`src/rtl/alu_sequencer_if.sv`:
```
// Command/response bus between an upstream controller and the ALU sequencer.
// Both channels use valid/ready: a transfer happens on a rising edge where valid and ready are both high; once valid is raised its payload holds until that edge.
interface alu_sequencer_if #(
    parameter int DATA_W = 8,
    parameter int OUT_W  = 16
);
    logic              cmd_valid;
    logic              cmd_ready;
    logic [DATA_W-1:0] cmd_a;
    logic [DATA_W-1:0] cmd_b;
    logic [DATA_W-1:0] cmd_c;
    logic [1:0]        cmd_sel;
    logic              rsp_valid;
    logic              rsp_ready;
    logic [OUT_W-1:0]  rsp_data;
    logic [1:0]        rsp_sel;

    modport master (
        output cmd_valid, cmd_a, cmd_b, cmd_c, cmd_sel, rsp_ready,
        input  cmd_ready, rsp_valid, rsp_data, rsp_sel
    );

    modport slave (
        input  cmd_valid, cmd_a, cmd_b, cmd_c, cmd_sel, rsp_ready,
        output cmd_ready, rsp_valid, rsp_data, rsp_sel
    );
endinterface

```
`src/rtl/alu_sequencer.sv`:
```
// Registered front-end for a combinational 3-operand ALU: takes one command,
// drives the ALU inputs, waits SETTLE_CYCLES edges, then returns the captured result.
module alu_sequencer #(
    parameter int DATA_W        = 8,
    parameter int OUT_W         = 16,
    parameter int SETTLE_CYCLES = 2
) (
    input  logic              clk,
    input  logic              rst_n,
    input  logic              flush,
    alu_sequencer_if.slave    bus,
    output logic [DATA_W-1:0] alu_a,
    output logic [DATA_W-1:0] alu_b,
    output logic [DATA_W-1:0] alu_c,
    output logic              alu_s0,
    output logic              alu_s1,
    input  logic [OUT_W-1:0]  alu_out,
    output logic              busy,
    output logic [7:0]        op_count,
    output logic [1:0]        dbg_state
);

    localparam logic [1:0] IDLE   = 2'd0;
    localparam logic [1:0] SETTLE = 2'd1;
    localparam logic [1:0] RESP   = 2'd2;

    localparam logic [3:0] CNT_INIT = 4'(SETTLE_CYCLES - 1);

    logic [1:0] state;
    logic [3:0] cnt;

    assign bus.cmd_ready = (state == IDLE);
    assign busy          = (state != IDLE);
    assign dbg_state     = state;

    always_ff @(posedge clk or negedge rst_n) begin
        if (!rst_n) begin
            state         <= IDLE;
            cnt           <= 4'd0;
            alu_a         <= '0;
            alu_b         <= '0;
            alu_c         <= '0;
            alu_s0        <= 1'b0;
            alu_s1        <= 1'b0;
            bus.rsp_valid <= 1'b0;
            bus.rsp_data  <= '0;
            bus.rsp_sel   <= 2'b00;
            op_count      <= 8'd0;
        end else if (flush) begin
            // Abort wins over every transition; ALU drive and op_count are left alone.
            state         <= IDLE;
            cnt           <= 4'd0;
            bus.rsp_valid <= 1'b0;
        end else begin
            case (state)
                IDLE: begin
                    if (bus.cmd_valid) begin
                        alu_a       <= bus.cmd_a;
                        alu_b       <= bus.cmd_b;
                        alu_c       <= bus.cmd_c;
                        alu_s0      <= bus.cmd_sel[0];
                        alu_s1      <= bus.cmd_sel[1];
                        bus.rsp_sel <= bus.cmd_sel;
                        cnt         <= CNT_INIT;
                        state       <= SETTLE;
                    end
                end
                SETTLE: begin
                    // Counter reaching zero marks edge accept+SETTLE_CYCLES.
                    if (cnt == 4'd0) begin
                        bus.rsp_data  <= alu_out;
                        bus.rsp_valid <= 1'b1;
                        state         <= RESP;
                    end else begin
                        cnt <= cnt - 4'd1;
                    end
                end
                RESP: begin
                    if (bus.rsp_ready) begin
                        bus.rsp_valid <= 1'b0;
                        op_count      <= op_count + 8'd1;
                        state         <= IDLE;
                    end
                end
                default: begin
                    state         <= IDLE;
                    bus.rsp_valid <= 1'b0;
                end
            endcase
        end
    end

endmodule

```
`src/flat_wrapper.sv`:
```
// flat-port wrapper written by rule: the top's interface ports become plain ports
module alu_sequencer_flat 
#(
    parameter int DATA_W        = 8,
    parameter int OUT_W         = 16,
    parameter int SETTLE_CYCLES = 2
)
  (clk, rst_n, flush, alu_a, alu_b, alu_c, alu_s0, alu_s1, alu_out, busy, op_count, dbg_state, bus_cmd_valid, bus_cmd_a, bus_cmd_b, bus_cmd_c, bus_cmd_sel, bus_rsp_ready, bus_cmd_ready, bus_rsp_valid, bus_rsp_data, bus_rsp_sel);
  alu_sequencer_if #(.DATA_W(DATA_W), .OUT_W(OUT_W)) bus_i ();
  input  logic clk;
  input  logic rst_n;
  input  logic flush;
  output logic [DATA_W-1:0] alu_a;
  output logic [DATA_W-1:0] alu_b;
  output logic [DATA_W-1:0] alu_c;
  output logic alu_s0;
  output logic alu_s1;
  input  logic [OUT_W-1:0] alu_out;
  output logic busy;
  output logic [7:0] op_count;
  output logic [1:0] dbg_state;
  input wire logic [$bits(bus_i.cmd_valid)-1:0] bus_cmd_valid;
  input wire logic [$bits(bus_i.cmd_a)-1:0] bus_cmd_a;
  input wire logic [$bits(bus_i.cmd_b)-1:0] bus_cmd_b;
  input wire logic [$bits(bus_i.cmd_c)-1:0] bus_cmd_c;
  input wire logic [$bits(bus_i.cmd_sel)-1:0] bus_cmd_sel;
  input wire logic [$bits(bus_i.rsp_ready)-1:0] bus_rsp_ready;
  output wire logic [$bits(bus_i.cmd_ready)-1:0] bus_cmd_ready;
  output wire logic [$bits(bus_i.rsp_valid)-1:0] bus_rsp_valid;
  output wire logic [$bits(bus_i.rsp_data)-1:0] bus_rsp_data;
  output wire logic [$bits(bus_i.rsp_sel)-1:0] bus_rsp_sel;
  assign bus_i.cmd_valid = bus_cmd_valid;
  assign bus_i.cmd_a = bus_cmd_a;
  assign bus_i.cmd_b = bus_cmd_b;
  assign bus_i.cmd_c = bus_cmd_c;
  assign bus_i.cmd_sel = bus_cmd_sel;
  assign bus_i.rsp_ready = bus_rsp_ready;
  assign bus_cmd_ready = bus_i.cmd_ready;
  assign bus_rsp_valid = bus_i.rsp_valid;
  assign bus_rsp_data = bus_i.rsp_data;
  assign bus_rsp_sel = bus_i.rsp_sel;
  alu_sequencer #(.DATA_W(DATA_W), .OUT_W(OUT_W), .SETTLE_CYCLES(SETTLE_CYCLES)) u_core (.clk(clk), .rst_n(rst_n), .flush(flush), .bus(bus_i), .alu_a(alu_a), .alu_b(alu_b), .alu_c(alu_c), .alu_s0(alu_s0), .alu_s1(alu_s1), .alu_out(alu_out), .busy(busy), .op_count(op_count), .dbg_state(dbg_state));
endmodule
```
`config.mk`:
```
export PLATFORM = sky130hd
export DESIGN_NAME = alu_sequencer_flat
export DESIGN_NICKNAME = d
export VERILOG_FILES = /design/src/rtl/alu_sequencer_if.sv /design/src/rtl/alu_sequencer.sv /design/src/flat_wrapper.sv
export SDC_FILE = /design/constraint.sdc
export NUM_CORES = 1
export LEC_CHECK = 0
export ABC_AREA = 1
export BUFFER_PORTS_ARGS = -buffer_cell sky130_fd_sc_hd__buf_4
export CAP_MARGIN = 15
export CORE_UTILIZATION = 45
export CTS_BUF_LIST = sky130_fd_sc_hd__clkbuf_8
export DETAILED_ROUTE_END_ITERATION = 10
export GPL_TIMING_DRIVEN = 0
export PLACE_DENSITY = 0.79
export SYNTH_ARGS = -nofsm -noshare
export SYNTH_HDL_FRONTEND = slang
export SYNTH_SLANG_ARGS = --single-unit
```
`constraint.sdc`:
```
create_clock -name clk -period 1.49 [get_ports clk]
set_input_delay 0.298 -clock clk [delete_from_list [all_inputs] [get_ports clk]]
set_output_delay 0.298 -clock clk [all_outputs]
set_load 0.005 [all_outputs]
```
# Yosys cells after proc, flatten, opt, wreduce, memory -nomap -nowiden
# Cells that the tools add are included.
[totals]
reg_bits = 59
input_bits = 47
wordCells = 44
[classes]
n_addsub = 2
n_eq_ne = 7
n_mux = 13
bitwise = 1
reduce_logical = 10
[ops]
columns = ["cell", "n"]
rows = [
  ["$reduce_and 3->1", 6],
  ["$mux 4", 3],
  ["$ne 3x3->1 const B", 3],
  ["$add 8x1->8 const B", 1],
  ["$mux 2", 4],
  ["$pmux 4 s2", 1],
  ["$pmux 2 s3", 1],
  ["$logic_not 4->1", 1],
  ["$sub 4x1->4 const B", 1],
  ["$mux 1", 3],
  ["$ne 3x2->1 const B", 1],
  ["$pmux 1 s3", 1],
  ["$reduce_bool 3->1", 1],
  ["$eq 2x1->1 const B", 1],
  ["$eq 2x2->1 const B", 1],
  ["$logic_not 2->1", 1],
  ["$ne 2x2->1 const B", 1],
  ["$reduce_bool 2->1", 1],
  ["$not 1->1", 1],
]

# Depth between registers and ports, before layout
[logic_depth]
depth_word = 4
depth_mapped = 9
ltp_nobuf = 9

# Worst setup path after synthesis
# OpenSTA, ideal clock, no wires.
[synth_timing]
path_type = "flip-flop to flip-flop"
start = "register u_core.cnt[0]"
end = "register u_core.bus.rsp_data[0]"
setup_ns = 0.116
arrival_time_ns = 1.307
setup_slack_ns = 0.066
stages_incl_launch_ff = 10
path_cell_list = "dfrtp_1 > inv_1 > ha_1 > nand2_1 > nor2_4 > nand2_1 > buf_6 > buf_6 > nand2_1 > nand2_1"
[synth_via]
elab_chain_cells = 2
[synth_rtl]
columns = ["element", "line", "rtl"]
rows = [
  ["from (decl)", "alu_sequencer.sv:30", "logic [3:0] cnt;"],
  ["from (signal assigned)", "alu_sequencer.sv:75", "cnt <= cnt - 4'd1;"],
  ["$logic_not 4->1", "alu_sequencer.sv:70", "if (cnt == 4'd0) begin"],
  ["$reduce_and 3->1 (no line)", "--", ""],
  ["to (signal assigned)", "alu_sequencer.sv:71", "bus.rsp_data <= alu_out;"],
  ["to (decl)", "alu_sequencer_if.sv:25", "output cmd_ready, rsp_valid, rsp_data, rsp_sel"],
]
# Every way passes these cells.
# A chain may end at the register's enable or synchronous reset.

# Worst setup path in the final report
[layout_timing]
start = "register u_core.state[1] (netlist: u_core.dbg_state[1])"
end = "output port busy"
[layout_via]
elab_chain_cells = 1
[layout_rtl]
columns = ["element", "line", "rtl"]
rows = [
  ["from (decl)", "alu_sequencer.sv:29", "logic [1:0] state;"],
  ["from (signal assigned)", "alu_sequencer.sv:38", "state <= IDLE;"],
  ["from (signal assigned)", "alu_sequencer.sv:51", "state <= IDLE;"],
  ["from (signal assigned)", "alu_sequencer.sv:65", "state <= SETTLE;"],
  ["$reduce_bool 2->1", "alu_sequencer.sv:33", "assign busy = (state != IDLE);"],
  ["to (decl)", "flat_wrapper.sv:19", "output logic busy;"],
]
# Every way passes these cells.

==> results.md <==
- After Yosys synthesis, and, or, nand and nor cells account for 33.8% of the synthesized area.
- The mux share of post-synthesis cell area is 0%.
- The number of max-slew violations in the final report is 0.
- Yosys printed 0 warnings.
- Measured along the y axis, the die boundary spans 76.8 microns.
- Leaving out fill and tap cells, the most frequent cells in the layout are 156 x nand2_1, 113 x buf_4, 55 x dfrtp_1, 23 x nand3_1, 16 x inv_1.
- The number of DRC markers after the initial detailed-route iteration is 94.
- The endpoint arrival time on the critical path is 1.10 ns.
- The wire-length estimate of the detail-placed layout is approximately 4200 microns.
- The worst hold-check slack is 0.0176 ns.
- The number of buffers and inverters on the critical path is 2.
- The library cell used as clock root buffer is clkbuf_8.
- The final number of hold-violating endpoints is 0.
- At the placement stage, the worst setup path has a slack of -0.103 ns.
- The floorplan has 26 rows.
- The post-layout worst setup margin is 0.0949 ns.
- The initial utilization of the core area, before any placement, comes to 48.1%.
- The port buffer count is 103.
- In this run the tightest slew margin relative to its limit is 52.9%.
- Counting every sink on the clock net gives 57.
- The number of violations of the max-capacitance limit is 0.
- The global-route congestion overflow total is 0.
- The clock latency of the later-clocked register in the worst-skew pair is 0.33 ns.
- The maximum clock path buffer count is 2.
- The synthesis-to-finish area growth is 44.6%.
- The final antenna-violating net count is 0.
- The number of top-level design ports is 104.
- The number of nets in the layout is ~470.
- The leakage power is around 2.1 nW.
- By startpoint and endpoint, the worst setup path is classified as reg2out.
- After floorplanning, the core was sized to cover 5240 sq um.
- The largest family of logic cells by synthesized area is simple AND/OR/NAND/NOR gates.
- The post-synthesis average cell area is around 8.3 sq um.
- In this run, flip-flops and latches consume 41.8% of the power.
- The final layout contains routed wiring with a total length of 5990 microns.
- The initial antenna violation count is 0.
- In the final routed layout, each cell accounts on average for around 12 microns.
- The die covers 5900 sq um.
- The cell family with the largest share of critical-path delay is flip-flops.
- Buffers inserted during clock tree synthesis total 9.
- The maximum clock skew at final layout is between 0.005 and 0.006 ns.
- Clock-pin slew was measured on the worst setup and hold paths at 0.06 ns.
- The layout filler cell count is 434.
- Among all stages on the critical path, the largest delay is contributed by dfrtp_2.
- At the end of routability-driven placement, the weighted congestion stood at 0.798.
- CTS built an H-tree with a depth of 3.
- Excluding fillers, the count of instances in the completed layout stands at about 500.
- For this run, the detailed router's first-pass iteration total came to 4.
- The first global-routing pass estimated ~10000 microns of wire.
- The proportion of synthesized chip area in sequential cells is 56.6%.
- The average vias per placed instance is 4.75.
- The flow ran to the end, and the final reports show no timing, DRC or antenna violations.
- The commonest non-fill, non-tap cell in the layout is nand2_1.
- In this run switching power makes up a little under a third of total power.
- After detailed routing, the number of remaining DRC violations is 0.
- The via count of the first global-routing pass is approximately 2300.
- The tightest min-delay check is of the in2async type.
- The total number of vias is 2362.
- The final antenna diode count is 0.
- Cells with a size suffix above 1 make up 36.5% of the layout.
- The power density over the cells is 1600 nW/um^2.
- The maximum frequency from static timing analysis is 717 MHz.
- The clock tree from TritonCTS is built.
- The post-synthesis share of cell area spent on full adders, half adders and majority gates is 0.994%.
- The net load switching power is 1.85 mW.
- The post-synthesis sequential element count is 57.
- Combinational cells account for 34.7% of the total power.
- The distinct cell type count of the synthesized netlist is 24.
- After layout, the worst path uses 93.6% of the clock period.
- The clock network burns 23.5% of the power.
- The worst path in the final design needs a cycle of 1.40 ns, including I/O delays and setup.
- The net count after synthesis is between 300 and 400.
- In this run the worst path has a maximum fanout of 3.
- The transition time at the pin with the least slew margin is slightly above 0.7 ns.
- The required time of the worst setup path is 1.19 ns.
- The pin count of the biggest net entering global routing is 58.
- STA classifies the critical path endpoint as a primary output.
- STA classifies the critical path startpoint as a flip-flop.
- The global-route usage over all layers is between 20% and 30%.
- The number of setup violations in the final report is 0.
- The cell count after synthesis is around 300.
- IR analysis of the VDD net gives a maximum drop of 808 uV.
- The critical path goes through nor2_4, inv_1, buf_4.
- The design internal power is 3.96 mW.
- After clock tree synthesis, the flow added hold-fix buffers numbering 0.
- Including well taps, the total number of placed cells is 476.
- The area of the mapped netlist is 2520 sq um.
- The die span in x is 76.8 microns.
- The delay of the slowest cell on the worst path is 0.44 ns.
- After Yosys synthesis, XOR and XNOR cells account for 1.39% of the synthesized area.
- Summing the areas of all compound-gate instances in the mapped netlist gives 0.795% of the synthesized area.
- The power consumption is 5.81 mW.
## worst paths after layout
kind                            depth (start not counted)                     end                    from  slack, ns
worst min-delay path                                    1      u_core.op_count[5]                   rst_n       0.02
worst max-delay path                                    3                    busy     u_core.dbg_state[1]       0.09
worst max register to register                          9  u_core.bus.rsp_data[4]           u_core.cnt[1]       0.11
min in group clk                                        3         u_core.alu_a[6]            bus_cmd_a[6]       0.16
max in group asynchronous                               1     u_core.dbg_state[1]                   rst_n       0.97
worst min register to register                          2  u_core.bus.rsp_data[3]  u_core.bus.rsp_data[3]       0.47
## routing by layer
metal	global-route usage, %	share of wire [%]	wire [microns]
met4	9.81	1.2	70
met1	26.5	41	2450
met2	36.7	49	2920
met3	8.21	9.1	544
met5	0	0	0
## cells in the mapped netlist (all sizes together)
master,instances,area share [%]
nor2,12,3.2
nor3,1,0.20
inv,23,3.5
nand4,3,0.75
or2,1,0.25
ha,2,0.99
nand3,25,5.4
xor2,1,0.35
clkinv,1,0.15
nand2,160,24
xnor2,3,1.0
buf,10,2.7
dfrtp,57,57
o21ai,4,0.79
## registers in the layout (all words and copies together) (netlist names)
name                  cells
u_core.bus.rsp_data      16
u_core.alu_a              8
u_core.alu_b              8
u_core.alu_c              8
u_core.op_count           8
u_core.cnt                4
u_core.dbg_state          2
u_core.alu_s1             1
u_core.bus.rsp_sel        1
u_core.bus.rsp_valid      1
## repair_timing
item,CTS,global route
gates cloned,0,0
gates resized for setup,3,5
setup endpoints to repair,14,37
buffers inserted,3,5
pin swaps,1,3
## layout make-up
cell class                 instances  area (sq um)  area share [%]
multi-input combinational        212           955            26.2
clock buffer                      10           138            3.78
buffer                             9          62.6            1.72
tap                               70          87.6            2.40
sequential                        57          1430            39.2
inverter                          24          92.6            2.54
timing repair buffer             111           833            22.9
clock inverter                     4          45.0            1.24
## cell families (layout without fill, tap and decap cells)
logic type	Yosys count	after routing
flops	57	57
xor+xnor	4	4
buf+inv	34	158
fa+ha+maj	2	2
simple gates	202	202
compound gates	4	4
## metrics by stage
stage	util [%]	TNS [ns]	instance area, sq um
6_report	69.5	0	3640
5_1_grt	69.5	-0.0224	3640
4_1_cts	68.5	0	3590
3_5_place_dp	64.5	-0.837	3380
3_3_place_gp	64.5	-0.670	3380
2_1_floorplan	-	0	2520
## power by group through the flow
stage                     Clock, mW  Combinational [mW]  Sequential, mW
after global placement            0                1.86            2.42
after CTS                      1.39                1.99            2.43
after floorplan                   0               0.774            2.43
final                          1.37                2.01            2.43
after global routing           1.47                2.28            2.51
after detailed placement          0                1.92            2.43
(Power assumes the default switching activity.)
